**config.mk**
```make
export PLATFORM = sky130hd
export DESIGN_NAME = pipeline_shift_reg
export DESIGN_NICKNAME = d
export VERILOG_FILES = /design/src/rtl/pipeline_shift_reg.sv
export SDC_FILE = /design/constraint.sdc
export NUM_CORES = 1
export LEC_CHECK = 0
export ABC_AREA = 1
export ABC_CLOCK_PERIOD_IN_PS = 1000
export CAP_MARGIN = 20
export CORE_MARGIN = 8
export CORE_UTILIZATION = 25
export DETAILED_ROUTE_END_ITERATION = 16
export GPL_TIMING_DRIVEN = 1
export HOLD_SLACK_MARGIN = 0.15
export PLACE_DENSITY_LB_ADDON = 0.25
export SYNTH_ARGS = -nofsm -noshare
export SYNTH_HDL_FRONTEND = slang
export SYNTH_SLANG_ARGS = --single-unit
export TNS_END_PERCENT = 50
```
**constraint.sdc**
```tcl
create_clock -name clk -period 1 [get_ports clk]
set_input_delay 0.2 -clock clk [delete_from_list [all_inputs] [get_ports clk]]
set_output_delay 0.2 -clock clk [all_outputs]
set_load 0.01 [all_outputs]
```
**src/rtl/pipeline_shift_reg.sv**
```systemverilog
// pipeline_shift_reg
// Four-stage register spine (data_i -> data_1 -> data_2 -> data_3 -> data_4)
// modelling the IF/ID/EX/MEM/WB pipeline registers for pipeline-control
// experiments. A synchronous flush inserts bubbles (zero) into every stage,
// and a stall freezes the whole chain. Priority on each rising edge is
// rst > flush > stall > shift. Every output comes straight from a register.
//
// Optional feature: define PIPE_VALID_EN to add the valid_o port, a per-stage
// valid bit that distinguishes real data from bubbles. Without the macro the
// port and its logic are absent and the data path behaves identically.

module pipeline_shift_reg #(
    parameter int WIDTH = 8
) (
    input  logic             clk,
    input  logic             rst,
    input  logic             flush,
    input  logic             stall,
    input  logic [WIDTH-1:0] data_i,
    output logic [WIDTH-1:0] data_1,
    output logic [WIDTH-1:0] data_2,
    output logic [WIDTH-1:0] data_3,
    output logic [WIDTH-1:0] data_4
`ifdef PIPE_VALID_EN
    ,
    output logic [3:0]       valid_o
`endif
);

    // What the chain does on the next edge when reset is not asserted.
    typedef enum logic [1:0] {
        OP_SHIFT = 2'd0,
        OP_HOLD  = 2'd1,
        OP_CLEAR = 2'd2
    } stage_op_t;

    stage_op_t        w_stageOp;

    logic [WIDTH-1:0] r_stage1;
    logic [WIDTH-1:0] r_stage2;
    logic [WIDTH-1:0] r_stage3;
    logic [WIDTH-1:0] r_stage4;

    // Decode flush/stall into a single operation; flush outranks stall.
    always_comb begin
        w_stageOp = OP_SHIFT;
        if (flush) begin
            w_stageOp = OP_CLEAR;
        end else if (stall) begin
            w_stageOp = OP_HOLD;
        end
    end

    // Stage registers: synchronous reset first, then clear, hold or shift.
    always_ff @(posedge clk) begin
        if (rst) begin
            r_stage1 <= '0;
            r_stage2 <= '0;
            r_stage3 <= '0;
            r_stage4 <= '0;
        end else begin
            unique case (w_stageOp)
                OP_CLEAR: begin
                    r_stage1 <= '0;
                    r_stage2 <= '0;
                    r_stage3 <= '0;
                    r_stage4 <= '0;
                end
                OP_HOLD: begin
                    r_stage1 <= r_stage1;
                    r_stage2 <= r_stage2;
                    r_stage3 <= r_stage3;
                    r_stage4 <= r_stage4;
                end
                OP_SHIFT: begin
                    r_stage1 <= data_i;
                    r_stage2 <= r_stage1;
                    r_stage3 <= r_stage2;
                    r_stage4 <= r_stage3;
                end
                default: begin
                    r_stage1 <= r_stage1;
                    r_stage2 <= r_stage2;
                    r_stage3 <= r_stage3;
                    r_stage4 <= r_stage4;
                end
            endcase
        end
    end

    assign data_1 = r_stage1;
    assign data_2 = r_stage2;
    assign data_3 = r_stage3;
    assign data_4 = r_stage4;

`ifdef PIPE_VALID_EN
    logic [3:0] r_valid;

    // Valid bits travel with the data: a 1 enters stage 1 on every shift.
    always_ff @(posedge clk) begin
        if (rst) begin
            r_valid <= 4'b0000;
        end else begin
            unique case (w_stageOp)
                OP_CLEAR: r_valid <= 4'b0000;
                OP_HOLD:  r_valid <= r_valid;
                OP_SHIFT: r_valid <= {r_valid[2:0], 1'b1};
                default:  r_valid <= r_valid;
            endcase
        end
    end

    assign valid_o = r_valid;
`endif

endmodule

```
==> run_results.csv <==
group,metric,value,unit
clocking,cts_hold_buf,0,
die,fp-row-count,26,
global_routing,grt_pass1_vias,1256,
sta,fmax,1050,MHz
clocking,clk_latency,270,ps
logic_synthesis,synth_top_area_share,50.6,%
clocking,clk_pin_slew_worst_paths,70,ps
sta,fin_crit,954,ps
clocking,cts_sinks,32,
pwr,peakVddDrop,0.000839,V
place,place_congestion,0.709,
finish,area_delta_synth_final,62.9,%
logic_synthesis,ys_seq_elements,32,
finish,num-nets-final,234,
place,dp_slack,-359,ps
clocking,cts_tree,"yes",
critical_path,path_cells,"buf_2",
detailed_routing,avgRoutedWirePerCell,12.3,um
sta,final-setup-viol-count,0,
critical_path,crit_type,"flop to output port",
critical_path,path_buf_inv,1,
critical_path,cp_slowest_stage_delay,340,ps
logic_synthesis,synth_top_area_cell,"dfxtp_1",
global_routing,antenna_found_initial,0,
critical_path,startpoint_type,"flop",
pwr,p_switching,0.000611,W
die,die_area,7600,um2
job,maxCapViolCount,0,
clocking,clock-root-buffer,"clkbuf_8",
die,core,5010,um2
sta,slew_headroom,84.1,%
logic_synthesis,syn_area,1270,um2
sta,slew_violations,0,
pwr,power_frac_comb,11.2,%
pwr,p_leak,0.892,nW
hold_path,hold_path.class,"input port to flop",
die,io_pins,44,
detailed_routing,finalWirelength,3610,um
detailed_routing,drc,0,
die,fp.dieW,87.2,um
logic_synthesis,yosys_warnings,0,
pwr,intPower,0.00198,W
sta,fin_skew,2.06,ps
critical_path,crit_slowest_cell,"dfxtp_1",
logic_synthesis,synth_flop_cell,"dfxtp_1",
logic_synthesis,synthTopCellsByCount,"dfxtp_1, nand3_1, a21oi_1, nand2_1",
sta,hold_viol,0,
die,initial_utilization,25.3,%
sta,worst_pin_slew,238,ps
logic_synthesis,synthArstFlopShare,0,%
place,portBuffers,43,
sta,setup_ws,46.4,ps
detailed_routing,via_per_inst,4.09,
finish,antenna_cells,0,
run_status,status,"finished clean",
clocking,cts_setup_buffers,0,
clocking,cts_made_buffers,5,
place,dpl.cell_count,281,
global_routing,grt-ovfl-total,0,
global_routing,grt_first_pass_wirelength,5790,um
sta,holdWs,477,ps
critical_path,worstPathArrival,750,ps
logic_synthesis,yosysSeqAreaShare,50.6,%
finish,layout.cells.non_filler,293,
logic_synthesis,synth-edff-count,0,
detailed_routing,ant_nets,0,
critical_path,required,800,ps
pwr,clkPwrFrac,38.7,%
logic_synthesis,synth_area_leaders,"dfxtp_1, nand3_1, a21oi_1, a21oi_2, nand2_1",
detailed_routing,vias,1198,
detailed_routing,drtIter0Drc,64,
sta,rsz0062_at_grt,"false",
logic_synthesis,netlist_instances,143,
global_routing,groute.usage.overall,9.50,%
critical_path,cp_max_fo,2,
pwr,p_per_area,1260,nW/um2
sta,timing.final.crit_share,95.4,%
place,post-dp-hpwl,2300,um
pwr,netSwitchingFraction,23.6,%
logic_synthesis,synth_area_per_cell,8.85,um2
finish,drive_gt1_share,55.2,%
detailed_routing,dr.pass1.iters,4,
logic_synthesis,post_synth_num_cell_types,13,
pwr,p_seq_share,50.0,%
global_routing,grt_max_degree,33,
die,fp.dieH,87.2,um
logic_synthesis,mappedNetlistNets,155,
clocking,cts_max_level,2,
critical_path,critPathTopFamily,"flip-flops",
clocking,cts_buffer_depth,2,
critical_path,worstSetupEndpointType,"output port",
cells by family after synthesis:
| kind of cell | synth area share, % |
|---|---|
| AOI/OAI and AO/OA | 15.6 |
| buffers and inverters | 8.10 |
| DFF | 50.6 |
| and+or+nand+nor | 25.7 |
final timing paths:
path	to	startpoint	depth (start not counted)	slack (ps)
min	data_1[6]	data_i[6]	3	480
min reg2reg	data_4[7]	data_4[7]	2	520
max reg2reg	data_1[4]	data_1[4]	3	260
max	data_2[1]	data_2[1]	1	50
cells in the final DEF (no fill, tap or decap):
master           Yosys  layout
a21oi_1             22      19
a21oi_2             10      13
buf_12               0       4
buf_2                4      32
buf_4                3      33
buf_6                3       3
clkbuf_16            0       2
clkbuf_8             0       6
clkdlybuf4s50_1      0       9
clkinv_2             0       2
dfxtp_1             32      17
dfxtp_2              0      15
dlygate4sd2_1        0       1
dlymetal6s2s_1       0       1
inv_2                1       1
nand2_1             22      21
nand2_2             10      11
nand3_1             32      32
nor2_8               1       1
routing by layer:
metal  part of all wire (%)  GRT usage [%]
met5                      0              0
met4                   0.14           2.34
met3                    7.2           4.43
met2                     41           13.5
met1                     52           12.5
registers in the layout, summed over array words and instances (netlist names):
| name | flops |
|---|---|
| data_3 | 8 |
| data_2 | 8 |
| data_4 | 8 |
| data_1 | 8 |
final cells by class:
class	instances	area [um2]
clock inverter	2	10.0
clock buffer	6	82.6
tap	70	87.6
inverter	1	3.75
sequential	32	659
fill	523	2950
timing repair buffer	85	683
multi-input combinational	97	537
power groups by stage:
| stage | sequential, W | combinational, W | clock [W] |
|---|---|---|---|
| final | 0.00130 | 0.000291 | 0.00101 |
| after CTS | 0.00130 | 0.000258 | 0.00105 |
| after global placement | 0.00133 | 0.000270 | 0 |
| after floorplan | 0.00133 | 0.000125 | 0 |
| after detailed placement | 0.00133 | 0.000270 | 0 |
| after global routing | 0.00130 | 0.000313 | 0.00110 |
repair_timing:
item / in CTS / in global routing
gates cloned: 0 / 4
pin swaps: 1 / 2
resized for setup: 143 / 9
endpoints found under the setup margin: 64 / 35
per-stage QoR:
stage / setup TNS, ps / utilization, % / cell area [um2] / total power, W
6_report: 0 / 41.2 / 2060 / 0.00259
5_1_grt: 0 / 41.2 / 2060 / 0.00272
4_1_cts: -103 / 39.4 / 1970 / 0.00260
3_5_place_dp: -12490 / 40.3 / 2020 / 0.00160
3_3_place_gp: -11980 / 40.3 / 2020 / 0.00160
2_1_floorplan: 0 / - / 1270 / 0.00146
Power figures use the tool's default switching activity.
